## config.mk

```make
export PLATFORM = sky130hd
export DESIGN_NAME = sync_frame_tx
export DESIGN_NICKNAME = d
export VERILOG_FILES = /design/src/rtl/sync_frame_tx.sv
export SDC_FILE = /design/constraint.sdc
export NUM_CORES = 1
export LEC_CHECK = 0
export ABC_AREA = 1
export BUFFER_PORTS_ARGS = -buffer_cell sky130_fd_sc_hd__buf_2
export CAP_MARGIN = 40
export CORE_MARGIN = 2
export CORE_UTILIZATION = 45
export CTS_BUF_LIST = sky130_fd_sc_hd__clkbuf_2 sky130_fd_sc_hd__clkbuf_4 sky130_fd_sc_hd__clkbuf_8
export DETAILED_ROUTE_END_ITERATION = 10
export MAX_ROUTING_LAYER = met4
export PLACE_DENSITY = 0.65
export SYNTH_ARGS = -nofsm -noshare
export SYNTH_HDL_FRONTEND = slang
export SYNTH_SLANG_ARGS = --single-unit
```

## constraint.sdc

```tcl
create_clock -name clk_i -period 1.9 [get_ports clk_i]
set_input_delay 0.19 -clock clk_i [delete_from_list [all_inputs] [get_ports clk_i]]
set_output_delay 0.19 -clock clk_i [all_outputs]
set_load 0.01 [all_outputs]
```

## src/rtl/sync_frame_tx.sv

```systemverilog
// sync_frame_tx: serial frame transmitter for the single-bit sync link.
// On an accepted start it sends SYNC_CODE (bit 0 first), then the latched
// payload (LSB first), one bit per clock. It then idles the line for
// GAP_CYCLES cycles before it accepts the next request.
//
// Ports
//   clk_i        system clock, all state changes on posedge
//   rst_ni       asynchronous active-low reset
//   start_i      frame request, honoured only while ready_o=1
//   payload_i    frame data, captured on the accepting edge
//   ready_o      high only in IDLE
//   tx_data_o    serial bit, 0 whenever tx_valid_o=0
//   tx_valid_o   high while a sync or payload bit is on tx_data_o
//   done_o       one-cycle pulse after the last payload bit
module sync_frame_tx #(
  parameter int unsigned                SYNC_WIDTH    = 4,
  parameter logic [SYNC_WIDTH-1:0]      SYNC_CODE     = 4'b1001,
  parameter int unsigned                PAYLOAD_WIDTH = 8,
  parameter int unsigned                GAP_CYCLES    = 2
) (
  input  logic                     clk_i,
  input  logic                     rst_ni,
  input  logic                     start_i,
  input  logic [PAYLOAD_WIDTH-1:0] payload_i,
  output logic                     ready_o,
  output logic                     tx_data_o,
  output logic                     tx_valid_o,
  output logic                     done_o
);

  // Counter must index the longest phase; floor of 2 keeps it at least 1 bit.
  localparam int unsigned MAX_SP  = (SYNC_WIDTH > PAYLOAD_WIDTH) ? SYNC_WIDTH : PAYLOAD_WIDTH;
  localparam int unsigned MAX_SPG = (MAX_SP > GAP_CYCLES) ? MAX_SP : GAP_CYCLES;
  localparam int unsigned CNT_MAX = (MAX_SPG > 2) ? MAX_SPG : 2;
  localparam int unsigned CNT_W   = $clog2(CNT_MAX);

  // Last count value of each phase; GAP_LAST is only used when GAP_CYCLES>0.
  localparam int unsigned GAP_LAST_I = (GAP_CYCLES > 0) ? GAP_CYCLES - 1 : 0;
  localparam logic [CNT_W-1:0] SYNC_LAST = CNT_W'(SYNC_WIDTH - 1);
  localparam logic [CNT_W-1:0] PAY_LAST  = CNT_W'(PAYLOAD_WIDTH - 1);
  localparam logic [CNT_W-1:0] GAP_LAST  = CNT_W'(GAP_LAST_I);

  typedef enum logic [1:0] {
    ST_IDLE    = 2'd0,
    ST_SYNC    = 2'd1,
    ST_PAYLOAD = 2'd2,
    ST_GAP     = 2'd3
  } state_e;

  state_e                   state_q, state_d;
  logic [CNT_W-1:0]         cnt_q, cnt_d;
  logic [PAYLOAD_WIDTH-1:0] shift_q, shift_d;
  logic                     ready_q, ready_d;
  logic                     tx_data_q, tx_data_d;
  logic                     tx_valid_q, tx_valid_d;
  logic                     done_q, done_d;

  logic [CNT_W-1:0]         cnt_inc;
  logic                     sync_bit;
  logic                     pay_bit;

  // Bit that goes out on the next cycle when the counter advances.
  always_comb begin
    cnt_inc  = cnt_q + CNT_W'(1);
    sync_bit = 1'b0;
    pay_bit  = 1'b0;
    for (int unsigned i = 0; i < SYNC_WIDTH; i++) begin
      if (cnt_inc == CNT_W'(i)) sync_bit = SYNC_CODE[i];
    end
    for (int unsigned i = 0; i < PAYLOAD_WIDTH; i++) begin
      if (cnt_inc == CNT_W'(i)) pay_bit = shift_q[i];
    end
  end

  // Next-state and next-output logic; outputs are pre-computed so that
  // the registered value matches the state being entered.
  always_comb begin
    state_d    = state_q;
    cnt_d      = cnt_q;
    shift_d    = shift_q;
    ready_d    = 1'b0;
    tx_data_d  = 1'b0;
    tx_valid_d = 1'b0;
    done_d     = 1'b0;

    unique case (state_q)
      ST_IDLE: begin
        ready_d = 1'b1;
        cnt_d   = '0;
        if (start_i) begin
          shift_d    = payload_i;
          state_d    = ST_SYNC;
          ready_d    = 1'b0;
          tx_data_d  = SYNC_CODE[0];
          tx_valid_d = 1'b1;
        end
      end

      ST_SYNC: begin
        tx_valid_d = 1'b1;
        if (cnt_q == SYNC_LAST) begin
          state_d   = ST_PAYLOAD;
          cnt_d     = '0;
          tx_data_d = shift_q[0];
        end else begin
          cnt_d     = cnt_inc;
          tx_data_d = sync_bit;
        end
      end

      ST_PAYLOAD: begin
        if (cnt_q == PAY_LAST) begin
          done_d = 1'b1;
          cnt_d  = '0;
          if (GAP_CYCLES == 0) begin
            state_d = ST_IDLE;
            ready_d = 1'b1;
          end else begin
            state_d = ST_GAP;
          end
        end else begin
          tx_valid_d = 1'b1;
          cnt_d      = cnt_inc;
          tx_data_d  = pay_bit;
        end
      end

      ST_GAP: begin
        if (cnt_q == GAP_LAST) begin
          state_d = ST_IDLE;
          cnt_d   = '0;
          ready_d = 1'b1;
        end else begin
          cnt_d = cnt_inc;
        end
      end

      // Unreachable encodings recover to the reset condition.
      default: begin
        state_d = ST_IDLE;
        cnt_d   = '0;
        shift_d = '0;
        ready_d = 1'b1;
      end
    endcase
  end

  // State and output registers.
  always_ff @(posedge clk_i or negedge rst_ni) begin
    if (!rst_ni) begin
      state_q    <= ST_IDLE;
      cnt_q      <= '0;
      shift_q    <= '0;
      ready_q    <= 1'b1;
      tx_data_q  <= 1'b0;
      tx_valid_q <= 1'b0;
      done_q     <= 1'b0;
    end else begin
      state_q    <= state_d;
      cnt_q      <= cnt_d;
      shift_q    <= shift_d;
      ready_q    <= ready_d;
      tx_data_q  <= tx_data_d;
      tx_valid_q <= tx_valid_d;
      done_q     <= done_d;
    end
  end

  assign ready_o    = ready_q;
  assign tx_data_o  = tx_data_q;
  assign tx_valid_o = tx_valid_q;
  assign done_o     = done_q;

endmodule

```

==> out/qor.yml, run 1 <==
setup_path:
  path_buf_inv: 1
  r2r-start: "cnt_q[0]"
  cp_data_required_time_ns: 2.11
  critPathArrivalTime_ns: 1.99
  critPathKind: "reg2reg"
  reg2regPathDepth: 14
  crit_top_cell: "nand2_1"
  cp_slowest_cell: "dfrtp_2"
  critPathLaunchType: "flip-flop"
  cp.depth: 14
  critPathMaxFanout: 4
  cp_cell_sequence: "ha_2 > inv_1 > ha_1 > nand2_1 > nand3_1 > nand2_1 > nand2_1 > nand2_1 > nand2_1 > nand2_1 > nand2_1 > nand2_1 > nand2_1 > a21oi_1"
  ff2ff_setup_slack_ns: 0.12
  reg2reg_to: "tx_data_o"
  critPathMaxStageDelay_ns: 0.41
  cp_top_family: "simple AND/OR/NAND/NOR gates"
  end_kind: "flip-flop"
route:
  firstDrtPassIters: 4
  wirelength_mm: 2.17
  post_drt_wl_per_cell_um: 11.8
  initialDrtViolationCount: 20
  dr_total_vias: 884
  drc: 0
  ant_nets: 0
  vias_per_cell: 4.80
synthesis:
  syn_inst: 133
  synth_common_cells: "nand2_1, inv_1, dfrtp_1"
  synth_seq_area_share: 0.412
  synthArstFlopShare: 1.00
  yosysTopAreaCell: "dfrtp_1"
  syn-num-nets: 158
  ys_seq_elements: 17
  synth.cell_area_um2: 1040
  synth-edff-count: 0
  ys_warn_count: 0
  synth.avg_cell_area_um2: 7.79
  yosysUniqueCellTypes: 20
  ys_top_cells_by_area: "dfrtp_1, nand2_1, ha_1, inv_1, nand3_1"
  synthFlopType: "dfrtp_1"
  synth_most_common_cell: "nand2_1"
  synth_top_area_frac: 0.386
timing:
  final.setup_skew_ns: 0.00474
  worst_pin_slew_ns: 0.380
  slew_violations: 0
  setup_viol: 0
  worst_hold_slack_ns: 0.0910
  rsz0062_at_grt: "yes"
  slew_headroom: 0.747
  final-hold-violation-count: 0
  finalCritPeriodShare: 0.935
  setup-tns-final_ns: 0
  finalCriticalPeriod_ns: 1.78
  max_freq_mhz: 563
grt:
  grt_pass1_wl_mm: 3.56
  grt_max_degree: 18
  antenna_found_initial: 0
  grt_usage: 0.188
  overflow: 0
  grt_pass1_vias: 808
worst_hold_path:
  hp-class: "in2reg"
  min_path_cells: 3
  worstHoldEndpoint: "shift_q[0]"
  min-delay-start: "payload_i[0]"
place:
  gp_congestion: 0.954
  postPlaceCellArea_um2: 1160
  dp_hpwl_mm: 1.72
  io_buffers: 14
final_layout:
  area_growth_pct: 18.5
  diodes: 0
  n_fill_cell: 203
  final_area_um2: 1230
  final_nets: 182
  final_layout_size_suffix_gt1_frac: 0.199
  post-route-util: 0.560
die:
  die_w_um: 52.0
  pin_count: 15
  rows: 17
  core-area_um2: 2190
  start_util: 0.473
  die-area_um2: 2700
  dieHeight_um: 52.0
flow_run:
  cap_viol_max_count: 0
cts:
  numCtsBuffers: 3
  cts_tree: "done"
  clk_path_buf_depth: 2
  path_clk_slew_ns: 0.10
  cts.sinks: 17
  clk_latency_ns: 0.28
  cts_max_level: 1
  clockRootBuffer: "clkbuf_4"
outcome:
  status: "finished clean"
power:
  p_total_mw: 1.61
  ir_drop_v: 0.000750
  power.density_nw_per_um2: 1310
  leakagePower_nw: 0.695
## tightest hold or removal path, stage by stage
cell and delay, ns:
buf_2 0.07, nand2_1 0.04, nand2_1 0.04
## routing by layer
| layer | global-route usage | share of wire | vias up | wire length (um) |
|---|---|---|---|---|
| met3 | 0.0402 | 0.039 | 9 | 84 |
| met4 | 0.0789 | 0.030 | 0 | 66 |
| met5 | - | 0 | - | 0 |
| met2 | 0.291 | 0.46 | 23 | 1000 |
| li1 | - | - | 457 | - |
| met1 | 0.237 | 0.47 | 395 | 1010 |
## metrics by stage
stage	cells	worst slack (ns)
2_1_floorplan	133	0.242
3_3_place_gp	177	0.0966
4_1_cts	182	0.00870
6_report	184	0.123
3_5_place_dp	177	0.0376
5_1_grt	184	-0.0507
## timing repair
item                                   in CTS  in global routing
buffers inserted                            0                  2
resized for setup                           0                  3
hold buffers                                1                  0
setup endpoints to repair                   0                  1
endpoints found under the hold margin      16                  0
## final cells by class
cell class	instances	area [um^2]	share of cell area
Tap cell	28	35.0	0.0285
Inverter	24	90.1	0.0734
Multi-Input combinational cell	92	534	0.435
Timing Repair Buffer	19	110	0.0897
Clock buffer	4	30.0	0.0245
Sequential cell	17	428	0.349
## worst max-delay path by stage
stage,to,slack [ns],start
detailed placement,tx_data_o,0.04,cnt_q[0]
finish,tx_data_o,0.12,cnt_q[0]
global placement,tx_data_o,0.1,cnt_q[0]
global route,state_q[0],-0.05,cnt_q[1]
floorplan,tx_data_o,0.24,cnt_q[0]
CTS,tx_data_o,0.009,cnt_q[0]
## layout by cell type (no fill, tap or decap), drive strengths merged, types with 2 or more instances in the layout
master | Yosys | final
a21oi | 3 | 3
a31oi | 2 | 2
buf | 0 | 18
clkbuf | 0 | 4
clkinv | 2 | 2
dfrtp | 16 | 16
ha | 14 | 14
inv | 22 | 22
nand2 | 50 | 50
nand3 | 6 | 6
nor2 | 4 | 4
o21ai | 8 | 8
## where the power goes
part | total [mW] | switching [mW] | internal, mW
clock network | 0.207 | 0.112 | 0.0956
registers | 0.619 | 0.102 | 0.517
logic | 0.780 | 0.469 | 0.311
## sequential cells by signal (all words and copies together) (netlist names)
signal,flops
cnt_q,3
done_o,1
ready_o,1
shift_q,8
state_q,2
tx_data_o,1
tx_valid_o,1
## cells by family after synthesis
logic type / count (synthesis) / synth area share
adder cells (fa/ha/maj): 14 / 0.169
AO/OA/AOI/OAI: 16 / 0.0942
buffers and inverters: 24 / 0.0870
flip-flops: 17 / 0.412
AND/OR/NAND/NOR: 62 / 0.238
(Power assumes the default switching activity.)
==> run 2, diff against run 1 <==
- CELL_PAD_IN_SITES_DETAIL_PLACEMENT: default -> 1
- CELL_PAD_IN_SITES_GLOBAL_PLACEMENT: default -> 1
- CORE_UTILIZATION: 45 -> 43
- PLACE_DENSITY: 0.65 -> 0.87
- REMOVE_ABC_BUFFERS: default -> 1
==> run 2 against run 1 <==
  * First-iteration DRC count down 50%
  * Clock skew down 0.0013 ns
  * Critical path depth down 5
  * Fmax up 0.11%
  * Combinational power up 11%
  * Setup slack better by 0.0020 ns
  * Hold slack worse by 0.0035 ns
  * Final cell count up 1.1%
  * Global-route usage up 4.1 points
==> out/qor.yml, run 2 (same netlist as run 1, synthesis figures left out) <==
outcome:
  status: "finished clean"
power:
  power.density_nw_per_um2: 1320  # +0.60%
  ir_drop_v: 0.000830  # +11%
  leakagePower_nw: 0.706  # +1.5%
  p_total_mw: 1.70  # +5.7%
die:
  dieHeight_um: 53.1  # +2.1%
  die-area_um2: 2820  # +4.3%
  rows: 17  # unchanged
  pin_count: 15  # unchanged
  core-area_um2: 2250  # +2.9%
  die_w_um: 53.1  # +2.1%
  start_util: 0.459  # -0.0134
cts:
  cts_tree: "done"
  cts_max_level: 1  # unchanged
  clk_path_buf_depth: 2  # unchanged
  clockRootBuffer: "clkbuf_4"
  path_clk_slew_ns: 0.11  # about the same
  clk_latency_ns: 0.29  # about the same
  cts.sinks: 17  # unchanged
  numCtsBuffers: 3  # unchanged
grt:
  overflow: 0  # unchanged
  grt_pass1_wl_mm: 4.46  # +25%
  antenna_found_initial: 0  # unchanged
  grt_max_degree: 18  # unchanged
  grt_usage: 0.229  # +0.0415
  grt_pass1_vias: 1004  # +24%
timing:
  max_freq_mhz: 563  # +0.11%
  finalCriticalPeriod_ns: 1.78  # -0.00199 ns
  finalCritPeriodShare: 0.934  # -0.00104
  final.setup_skew_ns: 0.00348  # -0.00126 ns
  final-hold-violation-count: 0  # unchanged
  worst_pin_slew_ns: 0.393  # +0.0128 ns
  slew_headroom: 0.738  # -0.00853
  worst_hold_slack_ns: 0.0875  # -0.00346 ns
  slew_violations: 0  # unchanged
  rsz0062_at_grt: "yes"
  setup-tns-final_ns: 0  # unchanged
  setup_viol: 0  # unchanged
setup_path:
  critPathMaxFanout: 5  # +1
  critPathArrivalTime_ns: 1.96  # -0.03 ns
  cp_cell_sequence: "ha_4 > buf_4 > ha_1 > nor2_1 > a211oi_2 > nand2_1 > clkinv_1 > o21ai_1 > o21ai_0"
  critPathLaunchType: "flip-flop"
  cp_data_required_time_ns: 2.08  # -0.03 ns
  cp_slowest_cell: "dfrtp_2"
  end_kind: "flip-flop"
  critPathMaxStageDelay_ns: 0.46  # +0.05 ns
  r2r-start: "cnt_q[0]"
  critPathKind: "reg2reg"
  crit_start: "cnt_q[0]"
final_layout:
  area_growth_pct: 24.5
  n_fill_cell: 299  # +47%
  post-route-util: 0.572  # +0.0119
  reg.largest.list: "shift_q x8, cnt_q x3, state_q x2"
  regMostFlops: "shift_q"
  final_cell_mix: "nand2_1, inv_1, dfrtp_1, buf_2, ha_1"
  final_nets: 184  # +1.1%
  final_common_cell: "nand2_1"
  largest_reg_flops: 8  # unchanged
  diodes: 0  # unchanged
  final_layout_size_suffix_gt1_frac: 0.285  # +0.0861
  fin_cells: 186  # +1.1%
route:
  dr_total_vias: 930  # +5.2%
  initialDrtViolationCount: 10  # -50%
  post_drt_wl_per_cell_um: 14.8  # +26%
  ant_nets: 0  # unchanged
  vias_per_cell: 5.00  # +4.1%
  drc: 0  # unchanged
  firstDrtPassIters: 4  # unchanged
  wirelength_mm: 2.76  # +27%
place:
  gp_congestion: 0.926  # -2.9%
  dp_hpwl_mm: 1.97  # +15%
  place_inst: 176  # -0.56%
  io_buffers: 14  # unchanged
worst_hold_path:
  hp-class: "in2reg"
  min-delay-start: "payload_i[1]"
flow_run:
  cap_viol_max_count: 0  # unchanged
## run 2: cell types whose count changed in the layout (fill, tap and decap cells not counted), sizes merged
cell / delta
clkinv: +1
buf: +2
clkbuf: -1
## run 2: worst max-delay path, delay by kind of cell (launching register included)
| kind | cells | cell delay, ns |
|---|---|---|
| AND/OR/NAND/NOR | 2 | 0.33 |
| buffers and inverters | 2 | 0.23 |
| AO/OA/AOI/OAI | 3 | 0.27 |
| flip-flops | 1 | 0.46 |
| adder cells (fa/ha/maj) | 2 | 0.39 |
## run 2: where the power goes
group / switching, mW / total, mW / internal, mW
Combinational: 0.525 / 0.864 / 0.339
Clock: 0.123 / 0.202 / 0.0782
Sequential: 0.115 / 0.633 / 0.517
Total: 0.764 / 1.70 / 0.934
## run 2: final cells by class
| cell class | instances | area (um^2) | share of cell area |
|---|---|---|---|
| flip-flops and latches | 17 | 429 | 0.333 |
| clock buffers | 3 | 22.5 | 0.0175 |
| well taps | 28 | 35.0 | 0.0272 |
| clock inverters | 1 | 5.00 | 0.00388 |
| multi-input cells | 92 | 583 | 0.452 |
| inverters | 24 | 90.1 | 0.0698 |
| repair buffers | 21 | 125 | 0.0970 |
## run 2: metrics by stage
step	setup slack [ns]	cell area, um^2
2_1_floorplan	0.242	1040
3_3_place_gp	0.156	1150
3_5_place_dp	0.0607	1150
4_1_cts	0.00426	1190
5_1_grt	-0.0224	1290
6_report	0.125	1290
## run 2: path summary, 6_finish.rpt
check / end / slack (ns) / depth (start not counted)
hold / removal: shift_q[1] / 0.09 / 3
max in group asynchronous: ready_o / 1.24 / 2
setup / recovery: state_q[0] / 0.12 / 9
setup reg to reg: state_q[0] / 0.12 / 9
min in group asynchronous: state_q[0] / 0.34 / 2
hold reg to reg: shift_q[2] / 0.52 / 2
## run 2: what timing repair did
item                                    CTS  global route
hold buffers                              1             0
endpoints found under the setup margin    0             1
resized for setup                         0            16
setup buffers                             0             5
hold endpoints to repair                 16             0
## run 2: routing by layer
layer  vias to the layer above  routed length (um)  track usage
met5                         -                   0            -
met4                         0                  38       0.0641
met3                         4                  66       0.0339
met2                        11                1400        0.396
met1                       451                1250        0.278
li1                        464                   -            -
